### src/rtl/sys_pkg.sv
`default_nettype none
// ============================================================================
// Module      : sys_pkg
// Description : Shared definitions for the systolic output path. Holds the
//               controller state encoding, the default accumulator width and
//               a helper that locates a lane inside a packed multi-lane word.
// Revision    : 1.0 - initial release
// ============================================================================
package sys_pkg;

    localparam int c_ACC_WIDTH = 32;

    // Controller state encoding
    typedef logic [2:0] state_t;
    localparam state_t c_IDLE       = 3'd0;
    localparam state_t c_WAIT_SPACE = 3'd1;
    localparam state_t c_DRAIN      = 3'd2;
    localparam state_t c_FLUSH      = 3'd3;
    localparam state_t c_WAIT_POP   = 3'd4;

    // LSB position of lane 'lane' in a word packed as lane i at
    // [(i+1)*width-1 -: width]; use with a '+: width' part-select.
    function automatic int lane_lsb(input int lane, input int width);
        return lane * width;
    endfunction

endpackage
`default_nettype wire

### src/rtl/sys_fwft_fifo.sv
`default_nettype none
// ============================================================================
// Module      : sys_fwft_fifo
// Description : First-word-fall-through FIFO. The head entry is visible on
//               pop_data whenever the FIFO is non-empty; pop_data reads 0
//               when empty. Simultaneous push and pop are both honoured.
//               A push while full or a pop while empty is ignored.
// Ports       : clk, rst (async, active-high)
//               push / push_data  - write one entry
//               pop  / pop_data   - consume head entry / head entry value
//               full, empty, count (0..DEPTH)
// Revision    : 1.0 - initial release
// ============================================================================
module sys_fwft_fifo #(
    parameter int WIDTH = 32,
    parameter int DEPTH = 8          // power of 2, >= 2
) (
    input  logic                     clk,
    input  logic                     rst,
    input  logic                     push,
    input  logic [WIDTH-1:0]         push_data,
    input  logic                     pop,
    output logic [WIDTH-1:0]         pop_data,
    output logic                     full,
    output logic                     empty,
    output logic [$clog2(DEPTH):0]   count
);

    localparam int c_AW = $clog2(DEPTH);

    logic [WIDTH-1:0] r_mem [DEPTH];
    logic [c_AW-1:0]  r_wr_ptr;
    logic [c_AW-1:0]  r_rd_ptr;
    logic [c_AW:0]    r_count;
    logic             w_do_push;
    logic             w_do_pop;

    assign w_do_push = push & ~full;
    assign w_do_pop  = pop & ~empty;

    // Storage carries no reset: the pointers alone define what is valid.
    always_ff @(posedge clk) begin
        if (w_do_push) begin
            r_mem[r_wr_ptr] <= push_data;
        end
    end

    // Pointers wrap naturally because DEPTH is a power of two.
    always_ff @(posedge clk or posedge rst) begin
        if (rst) begin
            r_wr_ptr <= '0;
            r_rd_ptr <= '0;
            r_count  <= '0;
        end else begin
            if (w_do_push) begin
                r_wr_ptr <= r_wr_ptr + c_AW'(1);
            end
            if (w_do_pop) begin
                r_rd_ptr <= r_rd_ptr + c_AW'(1);
            end
            case ({w_do_push, w_do_pop})
                2'b10:   r_count <= r_count + (c_AW+1)'(1);
                2'b01:   r_count <= r_count - (c_AW+1)'(1);
                default: r_count <= r_count;
            endcase
        end
    end

    assign full     = (r_count == (c_AW+1)'(DEPTH));
    assign empty    = (r_count == '0);
    assign count    = r_count;
    assign pop_data = empty ? '0 : r_mem[r_rd_ptr];

endmodule
`default_nettype wire

### src/rtl/systolic_output_controller.sv
`default_nettype none
// ============================================================================
// Module      : systolic_output_controller
// Description : Drains an output-stationary ROWS x COLS systolic array one
//               column per cycle, removes the diagonal lane skew (lane i lags
//               lane 0 by i cycles), buffers aligned column words in a FWFT
//               FIFO and presents them on a valid/ready stream.
// Ports       : clk, rst (async, active-high)
//               start      - pulse, begin draining one tile (IDLE only)
//               busy       - controller not in IDLE
//               done       - 1-cycle pulse once the tile's last word is popped
//               drain_en   - to array: shift one result column per cycle
//               in_data    - skewed lanes, lane i at [(i+1)*ACC_WIDTH-1 -: ACC_WIDTH]
//               in_valid   - per-lane valid, skewed like in_data
//               out_data   - aligned column word, same lane packing
//               out_valid / out_ready - output handshake
//               out_last   - marks the COLS-th word of the tile
//               err_skew   - sticky, aligned valids disagreed or word dropped
// Revision    : 1.0 - initial release
// ============================================================================
module systolic_output_controller
    import sys_pkg::*;
#(
    parameter int ACC_WIDTH  = c_ACC_WIDTH,
    parameter int ROWS       = 4,
    parameter int COLS       = 4,
    parameter int FIFO_DEPTH = 8
) (
    input  logic                      clk,
    input  logic                      rst,
    input  logic                      start,
    output logic                      busy,
    output logic                      done,
    output logic                      drain_en,
    input  logic [ACC_WIDTH*ROWS-1:0] in_data,
    input  logic [ROWS-1:0]           in_valid,
    output logic [ACC_WIDTH*ROWS-1:0] out_data,
    output logic                      out_valid,
    input  logic                      out_ready,
    output logic                      out_last,
    output logic                      err_skew
);

    localparam int c_DW      = ACC_WIDTH * ROWS;
    localparam int c_CW      = $clog2(FIFO_DEPTH) + 1;
    localparam int c_CNT_MAX = (COLS > ROWS) ? COLS : ROWS;
    localparam int c_CNT_W   = $clog2(c_CNT_MAX);
    localparam int c_POP_W   = (COLS > 1) ? $clog2(COLS) : 1;

    // ------------------------------------------------------------------
    // De-skew: lane i gets ROWS-1-i delay registers so every lane of a
    // column lines up; the last lane feeds the align stage directly.
    // ------------------------------------------------------------------
    logic [c_DW-1:0] w_tap_data;
    logic [ROWS-1:0] w_tap_valid;

    for (genvar i = 0; i < ROWS; i++) begin : g_lane
        localparam int c_DEPTH = ROWS - 1 - i;
        if (c_DEPTH == 0) begin : g_direct
            assign w_tap_data[lane_lsb(i, ACC_WIDTH) +: ACC_WIDTH] =
                in_data[lane_lsb(i, ACC_WIDTH) +: ACC_WIDTH];
            assign w_tap_valid[i] = in_valid[i];
        end else begin : g_delay
            logic [ACC_WIDTH-1:0] r_d [c_DEPTH];
            logic [c_DEPTH-1:0]   r_v;
            always_ff @(posedge clk or posedge rst) begin
                if (rst) begin
                    for (int k = 0; k < c_DEPTH; k++) begin
                        r_d[k] <= '0;
                    end
                    r_v <= '0;
                end else begin
                    r_d[0] <= in_data[lane_lsb(i, ACC_WIDTH) +: ACC_WIDTH];
                    r_v[0] <= in_valid[i];
                    for (int k = 1; k < c_DEPTH; k++) begin
                        r_d[k] <= r_d[k-1];
                        r_v[k] <= r_v[k-1];
                    end
                end
            end
            assign w_tap_data[lane_lsb(i, ACC_WIDTH) +: ACC_WIDTH] = r_d[c_DEPTH-1];
            assign w_tap_valid[i] = r_v[c_DEPTH-1];
        end
    end

    logic [c_DW-1:0] r_align_data;
    logic [ROWS-1:0] r_align_valid;

    always_ff @(posedge clk or posedge rst) begin
        if (rst) begin
            r_align_data  <= '0;
            r_align_valid <= '0;
        end else begin
            r_align_data  <= w_tap_data;
            r_align_valid <= w_tap_valid;
        end
    end

    // ------------------------------------------------------------------
    // Output buffer
    // ------------------------------------------------------------------
    logic            w_all_valid;
    logic            w_any_valid;
    logic            w_full;
    logic            w_empty;
    logic            w_push;
    logic            w_pop;
    logic            w_err;
    logic [c_CW-1:0] w_count;

    assign w_all_valid = &r_align_valid;
    assign w_any_valid = |r_align_valid;
    assign w_push      = w_all_valid & ~w_full;
    // A partial valid vector or a word that finds the buffer full is an error.
    assign w_err       = (w_any_valid & ~w_all_valid) | (w_all_valid & w_full);
    assign out_valid   = ~w_empty;
    assign w_pop       = out_valid & out_ready;

    sys_fwft_fifo #(
        .WIDTH (c_DW),
        .DEPTH (FIFO_DEPTH)
    ) u_fifo (
        .clk       (clk),
        .rst       (rst),
        .push      (w_push),
        .push_data (r_align_data),
        .pop       (w_pop),
        .pop_data  (out_data),
        .full      (w_full),
        .empty     (w_empty),
        .count     (w_count)
    );

    // ------------------------------------------------------------------
    // Controller FSM
    // ------------------------------------------------------------------
    state_t             r_state;
    state_t             w_state_nxt;
    logic [c_CNT_W-1:0] r_cnt;
    logic [c_CW-1:0]    r_ahead;      // words queued before this tile's first word
    logic [c_POP_W-1:0] r_pop_cnt;    // pops of this tile, 0..COLS-1
    logic               r_tile_done;
    logic               r_err;
    logic               w_space_ok;
    logic               w_in_tile;
    logic               w_start_acc;
    logic               w_enter_drain;

    // Reserving COLS free entries before draining means the array never
    // needs to be stalled.
    assign w_space_ok    = (c_CW'(FIFO_DEPTH) - w_count) >= c_CW'(COLS);
    assign w_in_tile     = (r_state == c_DRAIN) || (r_state == c_FLUSH) ||
                           (r_state == c_WAIT_POP);
    assign w_start_acc   = (r_state == c_IDLE) && start;
    assign w_enter_drain = (r_state == c_WAIT_SPACE) && (w_state_nxt == c_DRAIN);

    always_ff @(posedge clk or posedge rst) begin
        if (rst) begin
            r_state <= c_IDLE;
        end else begin
            r_state <= w_state_nxt;
        end
    end

    always_comb begin
        w_state_nxt = r_state;
        busy        = (r_state != c_IDLE);
        drain_en    = 1'b0;
        done        = 1'b0;
        case (r_state)
            c_IDLE: begin
                if (start) begin
                    w_state_nxt = c_WAIT_SPACE;
                end
            end
            c_WAIT_SPACE: begin
                if (w_space_ok) begin
                    w_state_nxt = c_DRAIN;
                end
            end
            c_DRAIN: begin
                drain_en = 1'b1;
                if (r_cnt == c_CNT_W'(COLS - 1)) begin
                    w_state_nxt = c_FLUSH;
                end
            end
            c_FLUSH: begin
                if (r_cnt == c_CNT_W'(ROWS - 1)) begin
                    w_state_nxt = c_WAIT_POP;
                end
            end
            c_WAIT_POP: begin
                if (r_tile_done) begin
                    done        = 1'b1;
                    w_state_nxt = c_IDLE;
                end
            end
            default: begin
                w_state_nxt = c_IDLE;
            end
        endcase
    end

    // Cycle counter shared by DRAIN and FLUSH; restarts on every state change.
    always_ff @(posedge clk or posedge rst) begin
        if (rst) begin
            r_cnt <= '0;
        end else if (r_state != w_state_nxt) begin
            r_cnt <= '0;
        end else if ((r_state == c_DRAIN) || (r_state == c_FLUSH)) begin
            r_cnt <= r_cnt + c_CNT_W'(1);
        end
    end

    // Tile pop tracking. Words already buffered when draining begins belong
    // to earlier traffic, so they are skipped before counting tile pops.
    always_ff @(posedge clk or posedge rst) begin
        if (rst) begin
            r_ahead     <= '0;
            r_pop_cnt   <= '0;
            r_tile_done <= 1'b0;
        end else if (w_enter_drain) begin
            r_ahead     <= w_count - c_CW'(w_pop);
            r_pop_cnt   <= '0;
            r_tile_done <= 1'b0;
        end else if (done) begin
            r_tile_done <= 1'b0;
        end else if (w_in_tile && w_pop) begin
            if (r_ahead != '0) begin
                r_ahead <= r_ahead - c_CW'(1);
            end else if (r_pop_cnt == c_POP_W'(COLS - 1)) begin
                r_pop_cnt   <= '0;
                r_tile_done <= 1'b1;
            end else begin
                r_pop_cnt <= r_pop_cnt + c_POP_W'(1);
            end
        end
    end

    assign out_last = out_valid && w_in_tile && (r_ahead == '0) && !r_tile_done &&
                      (r_pop_cnt == c_POP_W'(COLS - 1));

    // Sticky error; an accepted start clears it, a same-cycle error re-arms it.
    always_ff @(posedge clk or posedge rst) begin
        if (rst) begin
            r_err <= 1'b0;
        end else begin
            r_err <= (r_err & ~w_start_acc) | w_err;
        end
    end

    assign err_skew = r_err;

endmodule
`default_nettype wire

### config.mk
export PLATFORM = sky130hd
export DESIGN_NAME = systolic_output_controller
export DESIGN_NICKNAME = d
export VERILOG_FILES = /design/src/rtl/sys_pkg.sv /design/src/rtl/sys_fwft_fifo.sv /design/src/rtl/systolic_output_controller.sv
export SDC_FILE = /design/constraint.sdc
export NUM_CORES = 1
export LEC_CHECK = 0
export BUFFER_PORTS_ARGS = -buffer_cell sky130_fd_sc_hd__clkbuf_2
export CAP_MARGIN = 10
export CORE_ASPECT_RATIO = 2
export CORE_MARGIN = 2
export CORE_UTILIZATION = 35
export CTS_BUF_LIST = sky130_fd_sc_hd__clkbuf_16
export DETAILED_ROUTE_END_ITERATION = 8
export GPL_TIMING_DRIVEN = 1
export MAX_ROUTING_LAYER = met4
export PLACE_DENSITY_LB_ADDON = 0.15
export SETUP_SLACK_MARGIN = 0.1
export SLEW_MARGIN = 30
export SYNTH_ARGS = -nofsm -noshare
export SYNTH_HDL_FRONTEND = slang
export SYNTH_SLANG_ARGS = --single-unit
### constraint.sdc
create_clock -name clk -period 26 [get_ports clk]
set_clock_uncertainty 0.1 [all_clocks]
set_input_delay 1.3 -clock clk [delete_from_list [all_inputs] [get_ports clk]]
set_output_delay 1.3 -clock clk [all_outputs]
set_load 0.1 [all_outputs]
# After elaboration in Yosys (flattened, before gate mapping)
# Memories as Yosys holds them, arrays and structs flattened.
# Cells that the tools add are included.
# W data, S select, Z words.
totals:
  register_bits: 353
  ram_bits: 1024
  inputBits: 136
  out_inout_bits: 134
  elab_cells: 113
  n_memories: 1
mem_list:
  columns: ["memory", "words", "width", "rd", "rd_ports_with_merged_regs", "wr", "line", "text"]
  rows:
  - ["u_fifo.r_mem", 8, 128, 1, 0, 1, "sys_fwft_fifo.sv:31", "logic [WIDTH-1:0] r_mem [DEPTH];"]
op_classes:
  add_sub_neg: 9
  order_cmp: 1
  n_eq_ne: 14
  mux: 29
  n_bitwise: 13
  reduce_logical: 26
op_table:
  columns: ["operator", "count"]
  rows:
  - ["$mux W128", 1]
  - ["$mux W4", 4]
  - ["$mux W3", 5]
  - ["$pmux W3 S5", 1]
  - ["$mux W2", 7]
  - ["$mux W1", 10]
  - ["$eq A3 B2 Y1 const B", 3]
  - ["$reduce_and A3 Y1", 3]
  - ["$reduce_bool A3 Y1", 3]
  - ["$logic_not A4 Y1", 2]
  - ["$pmux W4 S2", 1]
  - ["$reduce_bool A2 Y1", 4]
  - ["$sub A4 B1 Y4 const B", 2]
  - ["$and A1 B1 Y1", 7]
  - ["$logic_and A1 B1 Y1", 7]
  - ["$add A3 B1 Y3 const B", 2]
  - ["$eq A2 B2 Y1 const B", 3]
  - ["$add A2 B1 Y2 const B", 2]
  - ["$add A4 B1 Y4 const B", 1]
  - ["$eq A4 B4 Y1 const B", 1]
  - ["$ge A4 B3 Y1 const B", 1]
  - ["$not A1 Y1", 4]
  - ["$reduce_and A4 Y1", 1]
  - ["$reduce_bool A4 Y1", 1]
  - ["other kinds (14)", 16]

# Longest topological paths before layout
# Gate-level depths: netlist of run 1.
depth:
  depth_word: 8
  mapped_depth: 10
  depth_no_buf: 9

# Cells and area by module
# Synthesis of run 1 repeated with hierarchy kept, for this count alone.
hier_totals:
  cells_unflattened: 1987
  hier_area_um2: 47889.7
modules_own_cells:
  columns: ["module", "instances", "cells_each", "area_per_inst_um2", "seq_area_each_um2"]
  rows:
  - ["sys_fwft_fifo", 1, 1559, 38710.9, 30999.7]
  - ["systolic_output_controller", 1, 428, 9178.8, 8583.2]

# Worst setup path before layout of run 1
# OpenSTA, ideal clock, no wires.
synth_path:
  path_kind: "reg-to-reg"
  from: "register u_fifo.r_count[3], in the netlist u_fifo.count[3]"
  to: "memory u_fifo.r_mem[0][0] (netlist bit) (enable)"
  setup_time_ns: 0.772
  arrival_time_ns: 9.723
  required_time_ns: 25.128
  path_slack_ns: 15.405
  stages_incl_launch_ff: 5
  path_buffers: 1
  synth_period_minus_slack_ns: 10.595
  cell_sequence: "dfrtp_1 -> buf_6 -> nor4b_2 -> or3_1 -> nor3_1"
synth_via:
  elab_chain_cells: 6
synth_rtl:
  columns: ["element", "line", "text"]
  rows:
  - ["from (decl)", "sys_fwft_fifo.sv:34", "logic [c_AW:0] r_count;"]
  - ["from (signal assigned)", "sys_fwft_fifo.sv:62", "2'b10: r_count <= r_count + (c_AW+1)'(1);"]
  - ["from (signal assigned)", "sys_fwft_fifo.sv:63", "2'b01: r_count <= r_count - (c_AW+1)'(1);"]
  - ["from (signal assigned)", "sys_fwft_fifo.sv:64", "default: r_count <= r_count;"]
  - ["$eq A4 B4 Y1 (*)", "sys_fwft_fifo.sv:69", "assign full = (r_count == (c_AW+1)'(DEPTH));"]
  - ["$not A1 Y1 (*)", "sys_fwft_fifo.sv:38, systolic_output_controller.sv:113", null]
  - ["$and A1 B1 Y1", "systolic_output_controller.sv:113", "assign w_push = w_all_valid & ~w_full;"]
  - ["$and A1 B1 Y1 (*)", "sys_fwft_fifo.sv:38", "assign w_do_push = push & ~full;"]
  - ["$mux W1 (*)", "sys_fwft_fifo.sv:43", "if (w_do_push) begin"]
  - ["$mux W1 (not written as such) (*)", "sys_fwft_fifo.sv:44", "r_mem[r_wr_ptr] <= push_data;"]
  - ["to (decl)", "sys_fwft_fifo.sv:31", null]
# Mark *: on every way between the ends. The rest lies on a longest branch, timed or not.

# Worst setup path in the final report of run 1
layout_path:
  from: "register u_fifo.r_rd_ptr[1]"
  to: "output port out_data[10]"
layout_via:
  elab_chain_cells: 2
layout_rtl:
  columns: ["element", "line", "text"]
  rows:
  - ["from (decl)", "sys_fwft_fifo.sv:33", "logic [c_AW-1:0] r_rd_ptr;"]
  - ["from (signal assigned)", "sys_fwft_fifo.sv:59", "r_rd_ptr <= r_rd_ptr + c_AW'(1);"]
  - ["$mem_v2 Z8 W128", null, null]
  - ["$mux W128", "sys_fwft_fifo.sv:72", "assign pop_data = empty ? '0 : r_mem[r_rd_ptr];"]
  - ["to (decl)", "systolic_output_controller.sv:37", "output logic [ACC_WIDTH*ROWS-1:0] out_data,"]
# Every way passes these cells.

==> qor.csv, run 1 <==
stage;metric;value;unit
drt;first-pass detailed-route iteration total;5;
power;sw power;2.898;mW
synthesis;Seq/Total Area, Yosys;0.8139;
power;Reg power frac;0.362;
setup_path;Buffers & Inverters on Critical Path;4;
place;pre-CTS setup slack;20590;ps
power;Switching Fraction;0.4134;
place;port bufs;269;
drt;total wire length;107.4;mm
power;power per cell area;124.2;nW/µm²
drt;drt wl/cell;24.26;µm
drt;Via density;4.818;
sta;WHS;233.7;ps
drt;antenna viol nets, final;0;
sta;Final Slew Violations;0;
setup_path;R2R depth;5;
global_routing;GRT overflow;0;
setup_path;CP endpoint kind;primary output;
clock_tree;Num Clock Sinks;1377;
place;Routability Congestion;0.6736;
power;Leak;19.90;nW
clock_tree;Root Driver;clkbuf_16;
sta;final count of negative-setup-slack endpoints;0;
power;Clock power frac;0.264;
clock_tree;clk_lat worst skew;740;ps
synthesis;largest family of logic cells by synthesized area;multiplexers;
global_routing;number of global-route vias before repair;24277;
setup_path;crit start category;register;
clock_tree;cts hold-fix bufs;0;
synthesis;post-synthesis simple-gate area fraction;0.01626;
floorplan;Initial Util;0.3521;
worst_hold_path;Hold Crit Class;register to register;
synthesis;Synth cell types;46;
sta;relative slew slack;0.3720;
setup_path;worst-path maximum fanout;91;
power;Int Pwr;4.113;mW
synthesis;Synth Net Count;2255;
floorplan;Placeable Area;138100;µm²
power;Max IR drop VDD;112.3;µV
sta;Tightest Pin Transition;941.9;ps
synthesis;Post-synth ARST share;0.2564;
global_routing;initial antenna violation count;10;
global_routing;first-pass GRT wire length;159.4;mm
setup_path;required time of the critical path;24600;ps
global_routing;Tot GR Track Use;0.1590;
flow_run;total of max-cap violations;0;
synthesis;Synth Area per Inst;23.08;µm²
floorplan;row count;193;
clock_tree;CTS tree;yes;
synthesis;Synthesis Warnings;0;
synthesis;multiplexer area fraction after synthesis;0.1460;
clock_tree;H-tree depth;4;
setup_path;critical path class;register to primary output;
place;post-DP HPWL;55.50;mm
cells_and_area;Area growth syn-to-layout;16.04;%
setup_path;Slowest cell on crit path;dfrtp_4;
setup_path;crit path cell chain;buf_12 -> buf_16 -> buf_6 -> mux4_2 -> mux2i_1 -> nor2_1 -> clkbuf_2;
synthesis;xor/xnor share of the synthesized area;0.001981;
floorplan;IO Count;270;
synthesis;Primary FF master, synth;edfxtp_1;
run_status;status;completed;
clock_tree;clock-pin slew on the worst setup and hold paths;60;ps
clock_tree;clk buf depth;3;
synthesis;Cells after Synth;2107;
drt;drc violations;0;
synthesis;Synth Area in Adders;0.003242;
setup_path;critical path depth in cells;7;
drt;1st-iter DRT viols;1447;
sta;post-route worst setup slack;19880;ps
sta;post-route clock period utilization;0.2353;
floorplan;Die Y-Extent;531.2;µm
cells_and_area;share of cells above drive strength 1;0.3036;
clock_tree;clock buffers created by TritonCTS;132;
sta;Tmin final;6117;ps
synthesis;synthesized cell area;48630;µm²
floorplan;Die ar.;142100;µm²
sta;setup TNS;0;ps
cells_and_area;Final nets;2608;
global_routing;largest net degree at the start of global routing;145;
clock_tree;Setup Buffers After CTS;0;
setup_path;CP peak stage delay;890;ps
synthesis;EDFF count, synth;1024;
drt;routed vias;21334;
clock_tree;post_cts resized;0;
sta;FMAX;163.5;MHz
setup_path;crit path DAT;4720;ps
synthesis;number of synthesized register bits;1377;
worst_hold_path;hold depth;0;
floorplan;Die Span X;267.6;µm
sta;RSZ-0062 raised after global routing;false;
sta;Fin. Hold Viols;0;
setup_path;delay-heaviest family, CP;buffers and inverters;
synthesis;post-synthesis compound-gate area fraction;0.004888;
power;Comb power frac;0.374;
==> final cells by class <==
class                           instances  area, µm²
Clock buffer                          136       3403
Timing Repair Buffer                  313       1847
Multi-Input combinational cell        625       8446
Clock inverter                        107      759.5
Antenna cell                            7      17.52
Fill cell                           12321      81690
Sequential cell                      1377      39590
Tap cell                             1852       2317
Inverter                               11      48.80
==> cells by family after synthesis <==
| family | Yosys count |
|---|---|
| and+or+nand+nor | 183 |
| DFF | 1377 |
| adders and majority gates | 12 |
| muxes | 389 |
| xor gates and xnor gates | 11 |
| AOI/OAI and AO/OA | 30 |
| buffers and inverters | 105 |
==> power by group through the flow <==
stage	sequential, mW	combinational (mW)	clock, mW
floorplan	2.52	2.25	0
global placement	2.58	2.65	0
detailed placement	2.58	2.67	0
CTS	2.54	2.67	1.92
global route	2.55	2.75	2.00
finish	2.54	2.62	1.85
==> per-layer routing <==
metal  global-route usage  up-vias  wire length (µm)
met2               0.2622      486             54070
met4              0.04670        0              2325
met3              0.02909      145              4415
met5                    -        -                 0
met1               0.2007    11584             46590
li1                     -     9119                 -
==> worst paths after layout <==
path,start,end,slack [ps]
max in group asynchronous,rst,g_lane[2].g_delay.r_d[19]$_DFF_PP0_,23240
min in group asynchronous,rst,g_lane[0].g_delay.r_d[83]$_DFF_PP0_,580
setup / recovery,u_fifo.r_rd_ptr[1]$_DFFE_PP0P_,out_data[10],19880
hold / removal,g_lane[1].g_delay.r_d[11]$_DFF_PP0_,r_align_data[43]$_DFF_PP0_,230
hold reg to reg,g_lane[1].g_delay.r_d[11]$_DFF_PP0_,r_align_data[43]$_DFF_PP0_,230
setup reg to reg,u_fifo.count[3]$_DFFE_PP0P_,u_fifo.r_mem[0][112]$_DFFE_PP_,22390
==> state kept, by name, indices dropped and copies added, names as in the netlist <==
name                count
r_ahead                 4
g_lane.g_delay.r_v      6
err_skew                1
u_fifo.r_mem         1024
r_pop_cnt               2
r_align_data          128
g_lane.g_delay.r_d    192
u_fifo.r_wr_ptr         3
r_state                 3
r_align_valid           4
u_fifo.r_rd_ptr         3
r_cnt                   2
u_fifo.count            4
r_tile_done             1
==> synth_stat cells (2+ instances only) <==
cell	number	area [µm²]
edfxtp_1	1024	30750
dfrtp_1	353	8833
mux4_2	256	5766
nor2_1	144	540.5
mux2i_1	131	1311
buf_2	45	225.2
buf_6	29	326.6
clkbuf_1	19	71.32
nand2_1	14	52.55
ha_1	11	137.6
inv_1	10	37.54
xnor2_1	9	78.83
or3_1	6	37.54
o21ai_0	5	25.02
a21oi_1	4	20.02
nand2b_1	4	25.02
o211ai_1	4	30.03
o21ai_1	4	20.02
a211oi_1	3	22.52
mux2_1	2	22.52
nor3_1	2	10.01
nor3b_1	2	15.01
o2111ai_2	2	30.03
xor2_1	2	17.52
==> cells in the final DEF, fill, tap and decap left out, drive strengths merged, types with 3 or more instances in the layout <==
master and count:
edfxtp 1024, clkbuf 405, dfrtp 353, mux4 256
nor2 144, mux2i 131, inv 52, clkinv 49
buf 44, nand2 14, ha 11, clkinvlp 10
xnor2 9, o21ai 9, diode 7, bufinv 7
or3 6, o211ai 5, nand2b 4, a21oi 4
a211oi 3
==> through the flow <==
| step | util | instances | power [mW] | instance area (µm²) |
|---|---|---|---|---|
| after detailed placement | 0.3778 | 4176 | 5.253 | 52180 |
| after global routing | 0.4086 | 4428 | 7.306 | 56430 |
| after CTS | 0.4079 | 4419 | 7.135 | 56350 |
| after global placement | 0.3772 | 4173 | 5.229 | 52110 |
| final | 0.4086 | 4428 | 7.011 | 56430 |
| after floorplan | - | 2107 | 4.768 | 48630 |
Note: power is estimated with default switching activity, not from simulation.
==> run 2: changes to the inputs <==
- clock period: 26 -> 6 ns (I/O delays scaled with it)
==> run 2 against run 1 <==
  * Clock power rose to 4.4 times the previous value
  * Largest power group unchanged
  * Via count up 2.1%
  * Critical endpoint is now out_data[39]
  * Core utilization up 1.1 points
  * Worst hold slack worse by 140 ps
  * Cell area up 2.8%
  * Sequential cell count unchanged
==> qor.csv, run 2 (synthesis results as in run 1) <==
stage;metric;value;unit;change
run_status;status;completed;;
floorplan;Die Y-Extent;531.2;µm;unchanged
global_routing;number of global-route vias before repair;24625;;+1.4%
cells_and_area;Final nets;2740;;+5.1%
setup_path;critical path depth in cells;5;;-2
flow_run;total of max-cap violations;0;;unchanged
power;Comb power frac;0.373;;about the same
setup_path;Worst Setup EP;out_data[39];;
cells_and_area;max reg flops;1024;;unchanged
setup_path;worst r2r src;u_fifo.count[3]$_DFFE_PP0P_;;
sta;Tightest Pin Transition;950.4;ps;+8.520 ps
power;power per cell area;529.1;nW/µm²;+330%
worst_hold_path;Hold Crit Class;primary input to register;;
drt;antenna viol nets, final;0;;unchanged
sta;relative slew slack;0.3664;;-0.005680
floorplan;Die Span X;267.6;µm;unchanged
clock_tree;clk_lat worst skew;730;ps;about the same
setup_path;critical path class;register to primary output;;
global_routing;grt met3 use;0.02682;;-0.002266
place;port bufs;269;;unchanged
setup_path;required time of the critical path;5600;ps;-19000 ps
sta;final count of negative-setup-slack endpoints;0;;unchanged
global_routing;largest net degree at the start of global routing;110;;-24%
sta;post-route clock period utilization;0.6824;;
power;Max IR drop VDD;596.6;µV;+430%
floorplan;row count;193;;unchanged
sta;FMAX;244.2;MHz;
cells_and_area;commonest non-fill, non-tap cell in the layout;edfxtp_1;;
cells_and_area;Fillers;12252;;-0.56%
global_routing;GRT overflow;0;;unchanged
cells_and_area;top flop regs;u_fifo.r_mem: 1024 flops, g_lane.g_delay.r_d: 192 flops, r_align_data: 128 flops;;
global_routing;initial antenna violation count;5;;-5
floorplan;Die ar.;142100;µm²;unchanged
clock_tree;CTS tree;yes;;
setup_path;CP endpoint kind;primary output;;
clock_tree;clock buffers created by TritonCTS;130;;-1.5%
drt;routed vias;21776;;+2.1%
cells_and_area;Util after Layout;0.4200;;+0.01147
power;Int Pwr;18.13;mW;+340%
power;sw power;12.57;mW;+330%
clock_tree;H-tree depth;4;;unchanged
setup_path;CP peak stage delay;1040;ps;+150 ps
power;Switching Fraction;0.4095;;-0.003879
power;Leak;20.54;nW;+3.2%
setup_path;worst-path maximum fanout;54;;-41%
floorplan;Placeable Area;138100;µm²;unchanged
clock_tree;Setup Buffers After CTS;0;;unchanged
drt;first-pass detailed-route iteration total;5;;unchanged
sta;Fin. Hold Viols;0;;unchanged
global_routing;M2 GR Usage;0.2708;;+0.008636
cells_and_area;share of cells above drive strength 1;0.2897;;-0.01388
global_routing;M1 GR Usage;0.1975;;-0.003202
clock_tree;Root Driver;clkbuf_16;;
setup_path;delay-heaviest family, CP;flip-flops;;
place;post-DP HPWL;55.43;mm;-0.13%
global_routing;first-pass GRT wire length;160.4;mm;+0.66%
setup_path;Buffers & Inverters on Critical Path;2;;-2
setup_path;R2R setup slack;2750;ps;-19640 ps
drt;drc violations;0;;unchanged
clock_tree;Num Clock Sinks;1377;;unchanged
sta;Tmin final;4094;ps;
clock_tree;cts hold-fix bufs;134;;+134
sta;RSZ-0062 raised after global routing;false;;
setup_path;Slowest cell on crit path;dfrtp_4;;
floorplan;IO Count;270;;unchanged
drt;Via density;4.783;;-0.73%
clock_tree;clk buf depth;3;;unchanged
clock_tree;clock-pin slew on the worst setup and hold paths;60;ps;about the same
setup_path;Crit. Startpoint;u_fifo.r_rd_ptr[1]$_DFFE_PP0P_;;
setup_path;crit path cell chain;buf_4 -> mux4_2 -> mux2i_1 -> nor2_1 -> clkbuf_2;;
setup_path;crit start category;register;;
global_routing;GRT busiest layer;met2;;
drt;drt wl/cell;23.71;µm;-2.2%
setup_path;crit path DAT;3690;ps;-1030 ps
drt;1st-iter DRT viols;1270;;-12%
setup_path;reg2reg end;u_fifo.r_mem[7][78]$_DFFE_PP_;;
power;Clock power frac;0.268;;+0.004
global_routing;Tot GR Track Use;0.1597;;+0.0007554
drt;total wire length;108.0;mm;+0.52%
setup_path;R2R depth;5;;unchanged
clock_tree;post_cts resized;0;;unchanged
place;Routability Congestion;0.7069;;+4.9%
cells_and_area;Area growth syn-to-layout;19.29;%;
sta;Final Slew Violations;0;;unchanged
power;total power;30.70;mW;+340%
floorplan;Initial Util;0.3521;;unchanged
cells_and_area;most frequent cells in the layout;1024 x edfxtp_1, 350 x dfrtp_1, 269 x clkbuf_2;;
cells_and_area;Largest Register;u_fifo.r_mem;;
power;Reg power frac;0.359;;-0.003
[run 2: cell count changes in the layout (fill, tap and decap cells not counted), moves of 3 or more]
cell           delta
dlygate4sd3_1   +134
buf_12           +16
buf_4             -8
buf_6             -6
bufinv_16         +6
clkinv_2          +5
clkinvlp_4        -5
diode_2           -5
inv_1             -5
inv_6             -3
[run 2: final cells by class]
type,count,area [µm²],share of cell area
Tap cell,1852,2317,0.03994
Clock buffer,135,3378,0.05823
Inverter,11,45.04,0.0007764
Sequential cell,1377,39590,0.6825
Clock inverter,104,893.4,0.01540
Antenna cell,2,5.005,0.00008626
Multi-Input combinational cell,625,8458,0.1458
Timing Repair Buffer,447,3326,0.05732
[run 2: layer usage]
metal,vias up,share of wire
li1,9372,-
met1,11803,0.43
met2,460,0.51
met3,141,0.038
met4,0,0.020
met5,-,0
[run 2: tightest hold or removal path: stages]
cell and delay (ps):
clkbuf_2 80, o41a_1 290, xor2_1 200
[run 2: how the worst min path moves through the flow]
stage	end	slack [ps]	from	cells after the start
3_3_place_gp	g_lane[0].g_delay.r_v[2]$_DFF_PP0_	230	g_lane[0].g_delay.r_v[1]$_DFF_PP0_	0
5_1_grt	g_lane[0].g_delay.r_d[64]$_DFF_PP0_	50	in_data[0]	2
2_1_floorplan	g_lane[0].g_delay.r_d[0]$_DFF_PP0_	230	g_lane[0].g_delay.r_d[32]$_DFF_PP0_	0
3_5_place_dp	g_lane[0].g_delay.r_d[15]$_DFF_PP0_	230	g_lane[0].g_delay.r_d[47]$_DFF_PP0_	0
4_1_cts	r_align_data[125]$_DFF_PP0_	20	in_data[125]	2
6_report	u_fifo.r_rd_ptr[0]$_DFFE_PP0P_	90	out_ready	3
[run 2: through the flow]
step / area [µm²] / worst slack (ps) / setup TNS, ps / hold slack [ps] / instances
3_5_place_dp: 52370 / 2388 / 0 / 234.7 / 4177
2_1_floorplan: 48650 / -1149 / -884440 / 231.2 / 2107
5_1_grt: 58020 / 1688 / 0 / 51.18 / 4553
6_report: 58020 / 1906 / 0 / 92.52 / 4553
3_3_place_gp: 52370 / 2428 / 0 / 231.2 / 4177
4_1_cts: 57980 / 1546 / 0 / 17.89 / 4550
[run 2: power by group through the flow]
stage | logic, mW | registers [mW] | clock network (mW)
detailed placement | 11.5 | 11.3 | 0
floorplan | 9.74 | 10.9 | 0
global route | 12.0 | 11.1 | 8.85
global placement | 11.5 | 11.3 | 0
CTS | 11.6 | 11.1 | 8.51
finish | 11.5 | 11.0 | 8.23
==> run 3: changes to the inputs <==
- clock period: 6 -> 3.7 ns (I/O delays scaled with it)
==> run 3 against run 2 <==
  * Sequential cell count is the same
  * Via count is 2.7% higher
  * Critical path depth grew 1
  * Wire length increased by 1.7%
  * Combinational power is 67% higher
  * Clock power grew 65%
  * First-iteration DRC count up 15%
  * Critical endpoint is now out_data[77]
  * Cell count rose by 3.2%
  * Power rose by 65%
  * Register-to-register slack got worse by 1900 ps
  * Sequential share of layout area is 2.0 points lower
==> qor.csv, run 3 (synthesis results as in run 1) <==
stage;metric;value;unit;change
clock_tree;clk_lat worst skew;760;ps;+30 ps
setup_path;required time of the critical path;3410;ps;-2190 ps
cells_and_area;Largest Register;u_fifo.r_mem;;
global_routing;GRT overflow;0;;unchanged
worst_hold_path;Hold Crit Class;primary input to register;;
drt;top layer reached by signal wires;met4;;
sta;Final Slew Violations;0;;unchanged
setup_path;crit path DAT;3120;ps;-570 ps
worst_hold_path;hold wc startpoint;in_data[67];;
global_routing;number of global-route vias before repair;24858;;+0.95%
drt;drt wl/cell;23.37;µm;-1.5%
sta;RSZ-0062 raised after global routing;false;;
setup_path;R2R setup slack;870;ps;-1880 ps
sta;Tightest Pin Transition;776.6;ps;-173.8 ps
setup_path;CP endpoint kind;primary output;;
global_routing;first-pass GRT wire length;163.4;mm;+1.9%
drt;Via density;4.757;;-0.54%
power;power per cell area;846.4;nW/µm²;+60%
place;pre-CTS setup slack;885.6;ps;-1502 ps
power;Leak;21.28;nW;+3.6%
floorplan;row count;193;;unchanged
drt;WL met2;56.44;mm;+1.6%
floorplan;Die Span X;267.6;µm;unchanged
cells_and_area;commonest non-fill, non-tap cell in the layout;edfxtp_1;;
run_status;status;completed;;
sta;setup TNS;0;ps;unchanged
floorplan;Die ar.;142100;µm²;unchanged
place;port bufs;269;;unchanged
sta;post-route worst setup slack;293.9;ps;-1612 ps
drt;drc violations;0;;unchanged
cells_and_area;Fillers;12042;;-1.7%
setup_path;R2R depth;7;;+2
place;post-DP HPWL;58.72;mm;+5.9%
drt;total wire length;109.8;mm;+1.7%
drt;met3 wire len;4.355;mm;+6.3%
global_routing;initial antenna violation count;7;;+2
drt;antenna viol nets, final;0;;unchanged
cells_and_area;top flop regs;u_fifo.r_mem: 1024 flops, g_lane.g_delay.r_d: 192 flops, r_align_data: 128 flops;;
drt;routed vias;22354;;+2.7%
flow_run;total of max-cap violations;0;;unchanged
clock_tree;Num Clock Sinks;1377;;unchanged
clock_tree;clock-pin slew on the worst setup and hold paths;60;ps;about the same
sta;Fin. Hold Viols;0;;unchanged
floorplan;IO Count;270;;unchanged
setup_path;reg2reg end;u_fifo.count[3]$_DFFE_PP0P_;;
clock_tree;clock buffers created by TritonCTS;138;;+6.2%
drt;first-pass detailed-route iteration total;5;;unchanged
setup_path;crit start category;register;;
floorplan;Initial Util;0.3521;;unchanged
floorplan;Die Y-Extent;531.2;µm;unchanged
cells_and_area;share of cells above drive strength 1;0.2877;;-0.002013
setup_path;critical path class;register to primary output;;
place;Cell Area, Placed;52870;µm²;+0.96%
clock_tree;post_cts resized;0;;unchanged
setup_path;worst r2r src;u_fifo.count[3]$_DFFE_PP0P_;;
power;Max IR drop VDD;760.5;µV;+27%
sta;Tmin final;3406;ps;
cells_and_area;Final nets;2889;;+5.4%
worst_hold_path;hold depth;2;;-1
cells_and_area;most frequent cells in the layout;1024 x edfxtp_1, 350 x dfrtp_1, 269 x clkbuf_2;;
drt;wl on met1;46.41;mm;+0.66%
clock_tree;Root Driver;clkbuf_16;;
cells_and_area;max reg flops;1024;;unchanged
sta;final count of negative-setup-slack endpoints;0;;unchanged
sta;relative slew slack;0.4823;;+0.1159
cells_and_area;final instance area;59760;µm²;+3.0%
worst_hold_path;Hold Path Sink;g_lane[2].g_delay.r_d[3]$_DFF_PP0_;;
setup_path;worst-path maximum fanout;41;;-24%
global_routing;Tot GR Track Use;0.1613;;+0.001605
clock_tree;H-tree depth;4;;unchanged
clock_tree;clk buf depth;4;;+1
sta;FMAX;293.6;MHz;
floorplan;Placeable Area;138100;µm²;unchanged
place;Routability Congestion;0.7042;;-0.38%
drt;1st-iter DRT viols;1460;;+15%
cells_and_area;Area growth syn-to-layout;22.88;%;
sta;post-route clock period utilization;0.9206;;
global_routing;largest net degree at the start of global routing;118;;+7.3%
clock_tree;CTS tree;yes;;
==> run 3: area by class of cell <==
cell class,instances,area (µm²),area share
antenna,4,10.01,0.0001675
clock buffer,141,3528,0.05904
clock inverter,101,840.8,0.01407
inverter,11,45.04,0.0007537
multi-input combinational,625,8483,0.1420
sequential,1377,39590,0.6625
tap,1852,2317,0.03877
timing repair buffer,588,4942,0.08270
==> run 3: stage by stage <==
stage,instances,util,hold WS (ps),power [mW]
6_report,4699,0.4327,42.13,50.58
4_1_cts,4695,0.4326,1.831,51.50
3_3_place_gp,4202,0.3828,192.8,37.32
5_1_grt,4698,0.4326,7.874,52.64
3_5_place_dp,4202,0.3828,194.6,37.46
2_1_floorplan,2107,-,116.4,33.51
==> run 3: per-layer routing <==
metal,track usage,vias to the layer above
met3,0.02377,173
met4,0.04745,0
met5,-,-
li1,-,9681
met1,0.2020,12019
met2,0.2722,481
==> run 3: repair_timing <==
item	4_1_cts	5_1_grt
endpoints found under the hold margin	491	0
endpoints found under the setup margin	13	0
buffers inserted	1	0
hold buffers	250	0
==> run 3: report_power, final <==
group | internal (mW) | switching, mW | leakage [nW]
Sequential | 17.1 | 0.565 | 13.3
Combinational | 5.05 | 14.2 | 5.71
Clock | 7.85 | 5.78 | 2.24
==> run 3: worst max-delay path, stage by stage, from the launching register on <==
cell and delay (ps):
dfrtp_4 650, buf_12 260, buf_12 300, mux4_2 250, mux2i_1 70, nor2_1 280, clkbuf_2 530
==> run 3: worst max-delay path by stage <==
stage                                         startpoint                  to  slack, ps  depth (start not counted)
after floorplan                                      rst  err_skew$_DFF_PP0_      -1310                          1
after global placement    u_fifo.r_rd_ptr[0]$_DFFE_PP0P_        out_data[27]        900                          6
after detailed placement  u_fifo.r_rd_ptr[0]$_DFFE_PP0P_        out_data[15]        890                          5
after CTS                 u_fifo.r_rd_ptr[1]$_DFFE_PP0P_        out_data[77]        140                          6
after global routing      u_fifo.r_rd_ptr[1]$_DFFE_PP0P_        out_data[77]        150                          6
final                     u_fifo.r_rd_ptr[1]$_DFFE_PP0P_        out_data[77]        290                          6
